[src/rtl/mole_round_ctrl_if.sv]
// mole_round_ctrl_if
//   Bundles the game-control and display signals of the whack-a-mole round
//   sequencer. The master side (edge detectors / game front end) drives the
//   pulses and the pop-up duration; the slave side (mole_round_ctrl) drives
//   the registered display outputs.
//
//   Signal protocol: there is no valid/ready flow control on this bus. Every
//   input is a single-cycle pulse qualified only by clk (start_i, tick_i,
//   each bit of hit_i) and is acted on in the cycle it is high, so a pulse
//   that arrives when the sequencer cannot use it is dropped, never stalled.
//   up_time_i is a level, sampled only when a mole pops up. done_o is a
//   1-cycle pulse; all other outputs are levels.
//
//   Ports (from the slave view):
//     start_i    in   game start pulse
//     tick_i     in   time-base enable
//     hit_i      in   per-button press pulses
//     up_time_i  in   pop-up duration in ticks
//     mole_o     out  one-hot lit mole, zero when dark
//     score_o    out  correct hits, saturating
//     miss_o     out  timeouts plus wrong presses, saturating
//     busy_o     out  game in progress
//     done_o     out  end-of-game pulse
interface mole_round_ctrl_if #(
  parameter int N_MOLES = 8
);
  logic               start_i;
  logic               tick_i;
  logic [N_MOLES-1:0] hit_i;
  logic [7:0]         up_time_i;
  logic [N_MOLES-1:0] mole_o;
  logic [7:0]         score_o;
  logic [7:0]         miss_o;
  logic               busy_o;
  logic               done_o;

  modport master (
    output start_i, tick_i, hit_i, up_time_i,
    input  mole_o, score_o, miss_o, busy_o, done_o
  );

  modport slave (
    input  start_i, tick_i, hit_i, up_time_i,
    output mole_o, score_o, miss_o, busy_o, done_o
  );
endinterface

[src/rtl/mole_round_ctrl.sv]
// mole_round_ctrl
//   Round sequencer for the whack-a-mole game. Lights one mole at a time
//   from an 8-bit Galois LFSR, times each pop-up in tick_i pulses and scores
//   the button pulses against the lit mole. All outputs are registered.
//
//   Ports:
//     clk          clock
//     rst_n        asynchronous active-low reset
//     bus          mole_round_ctrl_if.slave (start/tick/hit/up_time in,
//                  mole/score/miss/busy/done out)
//     dbg_state_o  current FSM state (0 IDLE, 1 GAP, 2 UP, 3 DONE)
//
//   Optional feature macro: MOLE_SPEEDUP_EN. When defined, every correct hit
//   shortens later pop-ups in the same game by one tick (floor of 1 tick).
module mole_round_ctrl #(
  parameter int         N_MOLES   = 8,
  parameter int         N_ROUNDS  = 16,
  parameter int         GAP_TICKS = 4,
  parameter logic [7:0] LFSR_SEED = 8'hA5
) (
  input  logic                    clk,
  input  logic                    rst_n,
  mole_round_ctrl_if.slave        bus,
  output logic [1:0]              dbg_state_o
);
  localparam int IW = $clog2(N_MOLES);
  localparam int GW = $clog2(GAP_TICKS + 1);

  typedef enum logic [1:0] {S_IDLE = 2'd0, S_GAP = 2'd1, S_UP = 2'd2, S_DONE = 2'd3} state_e;

  state_e             state_q, state_d;
  logic [7:0]         lfsr_q, lfsr_d;
  logic [7:0]         round_q, round_d;
  logic [GW-1:0]      gap_q, gap_d;
  logic [7:0]         up_q, up_d;
  logic [IW-1:0]      idx_q, idx_d;
  logic [7:0]         score_q, score_d;
  logic [7:0]         miss_q, miss_d;
  logic [N_MOLES-1:0] mole_q, mole_d;
  logic               busy_q, busy_d;
  logic               done_q, done_d;

  // Event decode for the current cycle.
  logic [N_MOLES-1:0] lit_mask;
  logic [IW-1:0]      idx_raw, idx_pick;
  logic [7:0]         round_inc, up_eff;
  logic               hit_ok, hit_bad, timeout, pop_end, last_round, gap_end;

  function automatic logic [7:0] sat_add(input logic [7:0] a, input logic [1:0] b);
    logic [8:0] sum;
    sum = {1'b0, a} + {7'd0, b};
    return sum[8] ? 8'hFF : sum[7:0];
  endfunction

  assign lit_mask   = N_MOLES'(1) << idx_q;
  // A correct press wins over wrong bits and over a coincident final tick.
  assign hit_ok     = (state_q == S_UP) && |(bus.hit_i & lit_mask);
  assign hit_bad    = (state_q == S_UP) && !hit_ok && |(bus.hit_i & ~lit_mask);
  assign timeout    = (state_q == S_UP) && !hit_ok && bus.tick_i && (up_q == 8'd1);
  assign pop_end    = hit_ok || timeout;
  assign round_inc  = round_q + 8'd1;
  assign last_round = (round_inc == 8'(N_ROUNDS));
  // The gap ends on the tick that takes the counter to zero.
  assign gap_end    = (state_q == S_GAP) && bus.tick_i && (gap_q == GW'(1));

  // IW-bit wrap of idx_raw + 1 is exactly "mod N_MOLES" for a power of two.
  assign idx_raw  = lfsr_q[IW-1:0];
  assign idx_pick = (idx_raw == idx_q) ? idx_raw + IW'(1) : idx_raw;

`ifdef MOLE_SPEEDUP_EN
  logic [7:0] offset_q, offset_d;
  assign up_eff = (bus.up_time_i > offset_q) ? bus.up_time_i - offset_q : 8'd1;
`else
  assign up_eff = (bus.up_time_i == 8'd0) ? 8'd1 : bus.up_time_i;
`endif

  // State and datapath registers.
  always_ff @(posedge clk or negedge rst_n) begin
    if (!rst_n) begin
      state_q <= S_IDLE;
      lfsr_q  <= LFSR_SEED;
      round_q <= 8'd0;
      gap_q   <= '0;
      up_q    <= 8'd0;
      idx_q   <= '0;
      score_q <= 8'd0;
      miss_q  <= 8'd0;
      mole_q  <= '0;
      busy_q  <= 1'b0;
      done_q  <= 1'b0;
    end else begin
      state_q <= state_d;
      lfsr_q  <= lfsr_d;
      round_q <= round_d;
      gap_q   <= gap_d;
      up_q    <= up_d;
      idx_q   <= idx_d;
      score_q <= score_d;
      miss_q  <= miss_d;
      mole_q  <= mole_d;
      busy_q  <= busy_d;
      done_q  <= done_d;
    end
  end

`ifdef MOLE_SPEEDUP_EN
  always_ff @(posedge clk or negedge rst_n) begin
    if (!rst_n) offset_q <= 8'd0;
    else        offset_q <= offset_d;
  end
`endif

  // Next-state logic.
  always_comb begin
    state_d = state_q;
    case (state_q)
      S_IDLE:  if (bus.start_i) state_d = S_GAP;
      S_GAP:   if (gap_end) state_d = S_UP;
      S_UP:    if (pop_end) state_d = last_round ? S_DONE : S_GAP;
      S_DONE:  state_d = S_IDLE;
      default: state_d = S_IDLE;
    endcase
  end

  // Datapath and output logic. Outputs are computed from state_d so the
  // registered values line up with the state they describe.
  always_comb begin
    // LFSR free-runs in every state: x^8+x^6+x^5+x^4+1, right-shifting form.
    lfsr_d  = {1'b0, lfsr_q[7:1]} ^ (lfsr_q[0] ? 8'hB8 : 8'h00);
    round_d = round_q;
    gap_d   = gap_q;
    up_d    = up_q;
    idx_d   = idx_q;
    score_d = score_q;
    miss_d  = miss_q;
`ifdef MOLE_SPEEDUP_EN
    offset_d = offset_q;
`endif
    case (state_q)
      S_IDLE: begin
        if (bus.start_i) begin
          score_d = 8'd0;
          miss_d  = 8'd0;
          round_d = 8'd0;
          gap_d   = GW'(GAP_TICKS);
`ifdef MOLE_SPEEDUP_EN
          offset_d = 8'd0;
`endif
        end
      end
      S_GAP: begin
        if (bus.tick_i) gap_d = gap_q - GW'(1);
        if (gap_end) begin
          idx_d = idx_pick;
          up_d  = up_eff;
        end
      end
      S_UP: begin
        if (bus.tick_i && !pop_end) up_d = up_q - 8'd1;
        if (hit_ok) begin
          score_d = sat_add(score_q, 2'd1);
`ifdef MOLE_SPEEDUP_EN
          offset_d = sat_add(offset_q, 2'd1);
`endif
        end
        // A wrong press and a timeout can land in the same cycle.
        miss_d = sat_add(miss_q, {1'b0, hit_bad} + {1'b0, timeout});
        if (pop_end) begin
          round_d = round_inc;
          gap_d   = GW'(GAP_TICKS);
        end
      end
      default: ;
    endcase
    mole_d = (state_d == S_UP) ? (N_MOLES'(1) << idx_d) : '0;
    busy_d = (state_d != S_IDLE);
    done_d = (state_d == S_DONE);
  end

  assign bus.mole_o   = mole_q;
  assign bus.score_o  = score_q;
  assign bus.miss_o   = miss_q;
  assign bus.busy_o   = busy_q;
  assign bus.done_o   = done_q;
  assign dbg_state_o  = state_q;
endmodule

[src/flat_wrapper.sv]
// flat-port wrapper written by rule: the top's interface ports become plain ports
module mole_round_ctrl_flat 
#(
  parameter int         N_MOLES   = 8,
  parameter int         N_ROUNDS  = 16,
  parameter int         GAP_TICKS = 4,
  parameter logic [7:0] LFSR_SEED = 8'hA5
)
  (clk, rst_n, dbg_state_o, bus_start_i, bus_tick_i, bus_hit_i, bus_up_time_i, bus_mole_o, bus_score_o, bus_miss_o, bus_busy_o, bus_done_o);
  mole_round_ctrl_if #(.N_MOLES(N_MOLES)) bus_i ();
  input  logic clk;
  input  logic rst_n;
  output logic [1:0] dbg_state_o;
  input wire logic [$bits(bus_i.start_i)-1:0] bus_start_i;
  input wire logic [$bits(bus_i.tick_i)-1:0] bus_tick_i;
  input wire logic [$bits(bus_i.hit_i)-1:0] bus_hit_i;
  input wire logic [$bits(bus_i.up_time_i)-1:0] bus_up_time_i;
  output wire logic [$bits(bus_i.mole_o)-1:0] bus_mole_o;
  output wire logic [$bits(bus_i.score_o)-1:0] bus_score_o;
  output wire logic [$bits(bus_i.miss_o)-1:0] bus_miss_o;
  output wire logic [$bits(bus_i.busy_o)-1:0] bus_busy_o;
  output wire logic [$bits(bus_i.done_o)-1:0] bus_done_o;
  assign bus_i.start_i = bus_start_i;
  assign bus_i.tick_i = bus_tick_i;
  assign bus_i.hit_i = bus_hit_i;
  assign bus_i.up_time_i = bus_up_time_i;
  assign bus_mole_o = bus_i.mole_o;
  assign bus_score_o = bus_i.score_o;
  assign bus_miss_o = bus_i.miss_o;
  assign bus_busy_o = bus_i.busy_o;
  assign bus_done_o = bus_i.done_o;
  mole_round_ctrl #(.N_MOLES(N_MOLES), .N_ROUNDS(N_ROUNDS), .GAP_TICKS(GAP_TICKS), .LFSR_SEED(LFSR_SEED)) u_core (.clk(clk), .rst_n(rst_n), .bus(bus_i), .dbg_state_o(dbg_state_o));
endmodule
[config.mk]
export PLATFORM = sky130hd
export DESIGN_NAME = mole_round_ctrl_flat
export DESIGN_NICKNAME = d
export VERILOG_FILES = /design/src/rtl/mole_round_ctrl_if.sv /design/src/rtl/mole_round_ctrl.sv /design/src/flat_wrapper.sv
export SDC_FILE = /design/constraint.sdc
export NUM_CORES = 1
export LEC_CHECK = 0
export BUFFER_PORTS_ARGS = -buffer_cell sky130_fd_sc_hd__buf_2
export CAP_MARGIN = 20
export CORE_MARGIN = 5
export CORE_UTILIZATION = 52
export DETAILED_ROUTE_END_ITERATION = 8
export PLACE_DENSITY = 0.82
export SLEW_MARGIN = 10
export SYNTH_ARGS = -nofsm -noshare
export SYNTH_HDL_FRONTEND = slang
export SYNTH_SLANG_ARGS = --single-unit
export TNS_END_PERCENT = 50
[constraint.sdc]
create_clock -name clk -period 2.82 [get_ports clk]
set_clock_uncertainty 0.15 [all_clocks]
set_input_delay 0.564 -clock clk [delete_from_list [all_inputs] [get_ports clk]]
set_output_delay 0.564 -clock clk [all_outputs]
set_load 0.02 [all_outputs]
==> results of run 1 <==
metal layers:
layer	vias up	GRT usage (%)	wire length (microns)
li1	1383	-	-
met1	1384	25.7	3360
met2	112	34.8	3890
met3	21	6.27	455
met4	0	7.42	207
met5	-	0	0
kinds of logic (layout without fill, tap and decap cells):
group                      Yosys count  in the layout  share of synthesized area, %
adders and majority gates            9              9                          3.71
and+or+nand+nor                    128            128                          21.3
buffers and inverters               30            103                          4.33
xor gates and xnor gates             9              9                          2.44
DFF                                 58             58                          45.0
muxes                                9              9                          3.32
AOI/OAI and AO/OA                   97             97                          19.9
repair_timing:
action	4_1_cts	5_1_grt
gates resized for setup	2	22
buffers inserted	0	7
pin swaps	0	3
setup endpoints to repair	7	8
gates cloned	0	0
layout by cell type (no fill, tap or decap), drive strengths merged, types with 6 or more instances in the layout:
cell type  instances
inv               14
ha                 8
a21oi             30
and3               7
nand2             28
dfrtp             54
buf               73
clkbuf            10
nor2              32
nor3               9
xor2               6
o21ai             26
nand3             17
stage by stage:
| stage | cells | worst slack, ns | hold slack (ns) | setup TNS, ns |
|---|---|---|---|---|
| floorplan | 340 | 0.0410 | 0.118 | 0 |
| finish | 488 | -0.0375 | 0.0587 | -0.0375 |
| CTS | 481 | 0.00730 | 0.0645 | 0 |
| global route | 488 | -0.138 | 0.0913 | -0.727 |
| detailed placement | 465 | -0.0890 | 0.200 | -0.376 |
| global placement | 465 | -0.0270 | 0.189 | -0.125 |
where the power goes:
group	switching [uW]	internal [uW]
logic	553	417
clock network	355	431
registers	141	958
total	1050	1810
worst max-delay path, stage by stage, from the launching register on:
cell     delay, ns
dfrtp_2       0.47
buf_6         0.15
nor3_2        0.20
a31oi_1       0.08
o22a_1        0.19
nor2_2        0.14
a31oi_4       0.11
fa_2          0.38
ha_2          0.19
and3_1        0.20
buf_4         0.15
o31ai_2       0.22
a21oi_1       0.10
layout make-up:
cell class	count	area, sq um	area share [%]
Inverter	14	52.6	1.32
Timing Repair Buffer	73	447	11.3
Clock buffer	10	138	3.47
Sequential cell	58	1460	36.8
Clock inverter	6	66.3	1.67
Tap cell	75	93.8	2.36
Multi-Input combinational cell	252	1710	43.1
final timing paths:
kind	to	slack, ns	start
max	u_core.bus.miss_o[7]	-0.04	u_core.idx_q[0]
min	u_core.bus.miss_o[3]	0.06	rst_n
max reg2reg	u_core.bus.miss_o[7]	-0.04	u_core.idx_q[0]
min reg2reg	u_core.lfsr_q[2]	0.22	u_core.lfsr_q[3]
max in group asynchronous	u_core.round_q[0]	1.87	rst_n
min in group clk	u_core.lfsr_q[2]	0.22	u_core.lfsr_q[3]
flip-flops by register name, summed over array words and instances, names as in the netlist, 2 cells and up:
name	flops
u_core.bus.miss_o	8
u_core.bus.mole_o	8
u_core.bus.score_o	8
u_core.dbg_state_o	2
u_core.gap_q	3
u_core.idx_q	3
u_core.lfsr_q	8
u_core.round_q	8
u_core.up_q	8
==> results.cfg, run 1 <==
[worst_setup_path]
reg2reg_depth = 12
end_kind = register
start_kind = register
path_class = register to register
cp.required_ns = 2.88
arrival_ns = 2.92
path_max_fanout = 7

[die]
die_w_microns = 88.9
die_h_microns = 88.9
die_area_sq_um = 7900
initial_core_util_pct = 54.0
coreArea_sq_um = 5990
ios = 48
rows = 28

[global_routing]
grt_max_degree = 35
grt_usage_pct = 20.8
grt_pass1_vias = 2743
grt_pass1_wl_mm = 12.7
overflow = 0
antenna_found_initial = 0

[sta]
fmax_mhz = 350
fin_crit_sh_pct = 101
setup_violations = 1
final_hold_viol_count = 0
slew_viol_final = 0
worst_pin_slew_ns = 0.575
final.min_clock_period_ns = 2.86
setup_slack_ns = -0.0375
maxSlewHeadroom_pct = 61.7

[cells_and_area]
layout-drive-gt1-share_pct = 32.2
diodes = 0
fin_nets = 437
fin_area_sq_um = 3970
fill_cells = 448
syn_to_final_growth_pct = 22.7
postLayoutCoreUtil_pct = 66.3

[synthesis]
netlist_area_sq_um = 3240
synth-edff-count = 0
syn_avg_cell_area_sq_um = 9.52
syn_nets = 369
synthFlopType = dfrtp_1
ys_seq_elements = 58
synth_area_leaders = dfrtp_1 42%, a21oi_1 4.5%, o21ai_0 4.0%
ys_seq_area_share_pct = 45.0
synthArstFlopShare_pct = 100
post_synth_num_cell_types = 64
syn_inst = 340
synth_most_common_cell = dfrtp_1
synthDominantCellAreaShare_pct = 41.7
synthTopCellsByCount = 54 x dfrtp_1, 32 x nor2_1, 29 x a21oi_1
synth_top_area_cell = dfrtp_1
yosysWarnings = 0

[power_and_ir_drop]
power_density_nw_per_um2 = 719
p_leak_uw = 0.00186
finalPower_uw = 2860
vdd_drop_max_v = 0.000475

[status]
violations = negative setup slack
outcome = finished, violations left

[cts]
hold_buffers = 0
clock_sinks = 58
cts_tree = yes
root_buffer = clkbuf_8
htreeDepth = 3
cts_buffer_depth = 2
clk-insertion-delay-late_ns = 0.34
path_clk_slew_ns = 0.07
numCtsBuffers = 9

[routing]
via_count = 2900
ant_nets = 0
drt_first_iter_violations = 260
drt_first_pass_iters = 5
avgViaCountPerCell = 5.94
wl_mm = 7.91
drc = 0
wl_per_cell_microns = 16.2

[worst_hold_path]
hp-class = input port to asynchronous set/reset pin

[placement]
place.port_buffers = 47
dpl.hpwl_mm = 5.22
gp_congestion = 0.859
placed_cell_area_sq_um = 3640

[run]
drv_cap = 0
Note: power is estimated with default switching activity, not from simulation.
==> inputs of run 2 (changes only) <==
--- a/config.mk
+++ b/config.mk
@@ -5,12 +5,14 @@
 export SDC_FILE = /design/constraint.sdc
 export NUM_CORES = 1
 export LEC_CHECK = 0
+export ABC_CLOCK_PERIOD_IN_PS = 2820
 export BUFFER_PORTS_ARGS = -buffer_cell sky130_fd_sc_hd__buf_2
 export CAP_MARGIN = 20
 export CORE_MARGIN = 5
 export CORE_UTILIZATION = 52
 export DETAILED_ROUTE_END_ITERATION = 8
 export PLACE_DENSITY = 0.82
+export SETUP_SLACK_MARGIN = 0.1
 export SLEW_MARGIN = 10
 export SYNTH_ARGS = -nofsm -noshare
 export SYNTH_HDL_FRONTEND = slang
==> run 2 against run 1 <==
Compared with the run above:
- the run now ends clean
- fmax is 4.0% higher
- sequential power is essentially flat
- sequential share of layout area decreased by 0.23 points
- die area did not move
- total power is essentially flat
- first-iteration DRC count down 42%
- critical path depth down 1
- sequential cell count is the same
- routed wire length is 2.9% lower
- clock-buffer cell count increased by 3
- via count is 0.31% higher
- critical endpoint is now u_core.bus.miss_o[1]
==> results.cfg, run 2 (synthesized netlist as in run 1, its figures left out) <==
[status]
outcome = finished clean

[routing]
ant_nets = 0
drc = 0
drt_first_pass_iters = 5
wl_per_cell_microns = 15.8
avgViaCountPerCell = 5.99
drt_first_iter_violations = 151
via_count = 2909
wl_mm = 7.68

[worst_setup_path]
path_class = register to register
r2r-end = u_core.bus.miss_o[1]
critical_path.reg2reg.startpoint = u_core.idx_q[1]
cp.required_ns = 2.89
cp-startpoint = u_core.idx_q[1]
path_max_fanout = 6
end_kind = register
arrival_ns = 2.82
start_kind = register
reg2reg_depth = 11
rrSetupSlack_ns = 0.07

[power_and_ir_drop]
vdd_drop_max_v = 0.000451
p_leak_uw = 0.00190
power_density_nw_per_um2 = 714
finalPower_uw = 2850

[die]
die_h_microns = 88.9
ios = 48
rows = 28
coreArea_sq_um = 5990
die_area_sq_um = 7900
initial_core_util_pct = 54.0
die_w_microns = 88.9

[placement]
place.port_buffers = 47
dp_slack_ns = -0.0900
placed_cell_area_sq_um = 3630
dpl.hpwl_mm = 5.19
gp_congestion = 0.855
place_inst = 462

[cts]
numCtsBuffers = 9
root_buffer = clkbuf_8
clk-insertion-delay-late_ns = 0.33
hold_buffers = 0
path_clk_slew_ns = 0.07
clock_sinks = 58
htreeDepth = 3
cts_tree = yes
cts_buffer_depth = 2

[sta]
setup_violations = 0
slew_viol_final = 0
final_hold_viol_count = 0
setup_slack_ns = 0.0722
fmax_mhz = 364
worst_pin_slew_ns = 0.597
fin_crit_sh_pct = 97.4
maxSlewHeadroom_pct = 60.2
rsz0062_at_grt = yes
final.min_clock_period_ns = 2.75

[cells_and_area]
diodes = 0
fin_nets = 435
fill_cells = 450
final_cells = 486
final_common_cell = dfrtp_1
layout_common_cells = 51 x dfrtp_1, 47 x buf_2, 30 x nor2_1, 27 x a21oi_1, 26 x nand2_1
layout-drive-gt1-share_pct = 32.1
syn_to_final_growth_pct = 23.4
fin_area_sq_um = 4000

[global_routing]
busiest_layer = met2
overflow = 0
use_met3_pct = 6.18
grt_pass1_wl_mm = 12.9
grt_pass1_vias = 2884
met2_usage_pct = 35.4
antenna_found_initial = 0
grt_usage_pct = 21.0
use_met1_pct = 25.0
grt_max_degree = 35

[run]
drv_cap = 0

[worst_hold_path]
hp-class = input port to asynchronous set/reset pin
==> run 2: cell types whose count changed in the layout (fill, tap and decap cells not counted), sizes merged <==
cell,change
clkbuf,+3
buf,-2
clkinvlp,-3
==> run 2: per-stage QoR <==
step	util (%)	hold slack [ns]	TNS [ns]
final	66.7	0.0817	0
after global routing	66.7	0.116	-0.148
after CTS	64.6	0.0902	0
after detailed placement	60.6	0.202	-0.412
after global placement	60.6	0.187	-0.00124
after floorplan	-	0.118	0
==> run 2: area by class of cell <==
class                           count  area, sq um  share of cell area (%)
Multi-Input combinational cell    252         1750                    43.9
Clock inverter                      3         40.0                    1.00
Inverter                           14         52.6                    1.32
Timing Repair Buffer               71          435                    10.9
Sequential cell                    58         1460                    36.5
Clock buffer                       13          159                    3.98
Tap cell                           75         93.8                    2.35
==> run 2: how the worst max path moves through the flow <==
stage,endpoint,slack (ns)
after global placement,u_core.bus.miss_o[5],-0.001
final,u_core.bus.miss_o[1],0.07
after floorplan,u_core.bus.miss_o[5],0.12
after detailed placement,u_core.bus.miss_o[2],-0.09
after global routing,u_core.bus.miss_o[5],-0.04
after CTS,u_core.bus.miss_o[2],0.12
==> run 2: report_power, final <==
group / total, uW / leakage (uW) / switching, uW / internal, uW
logic: 972 / 0.00103 / 549 / 423
registers: 1110 / 0.000758 / 148 / 959
clock network: 774 / 0.000103 / 320 / 454
==> run 2: timing repair <==
item | in CTS | in global routing
hold endpoints to repair | 0 | 0
resized for setup | 4 | 24
setup buffers | 4 | 4
pin swaps | 0 | 11
endpoints found under the setup margin | 7 | 8
==> run 2: worst max-delay path: stages, from the launching register on <==
cell and delay (ns):
dfrtp_2 0.45, or3_4 0.38, o21ai_2 0.08, a21oi_2 0.07
nor2_2 0.17, a31oi_4 0.11, fa_2 0.43, ha_4 0.18
and3_4 0.19, nand2_4 0.09, nor3_4 0.06, a221o_1 0.27
==> run 2: metal layers <==
layer | routed length [microns] | up-vias
met2 | 3900 | 101
met3 | 496 | 14
li1 | - | 1380
met5 | 0 | -
met1 | 3180 | 1414
met4 | 108 | 0
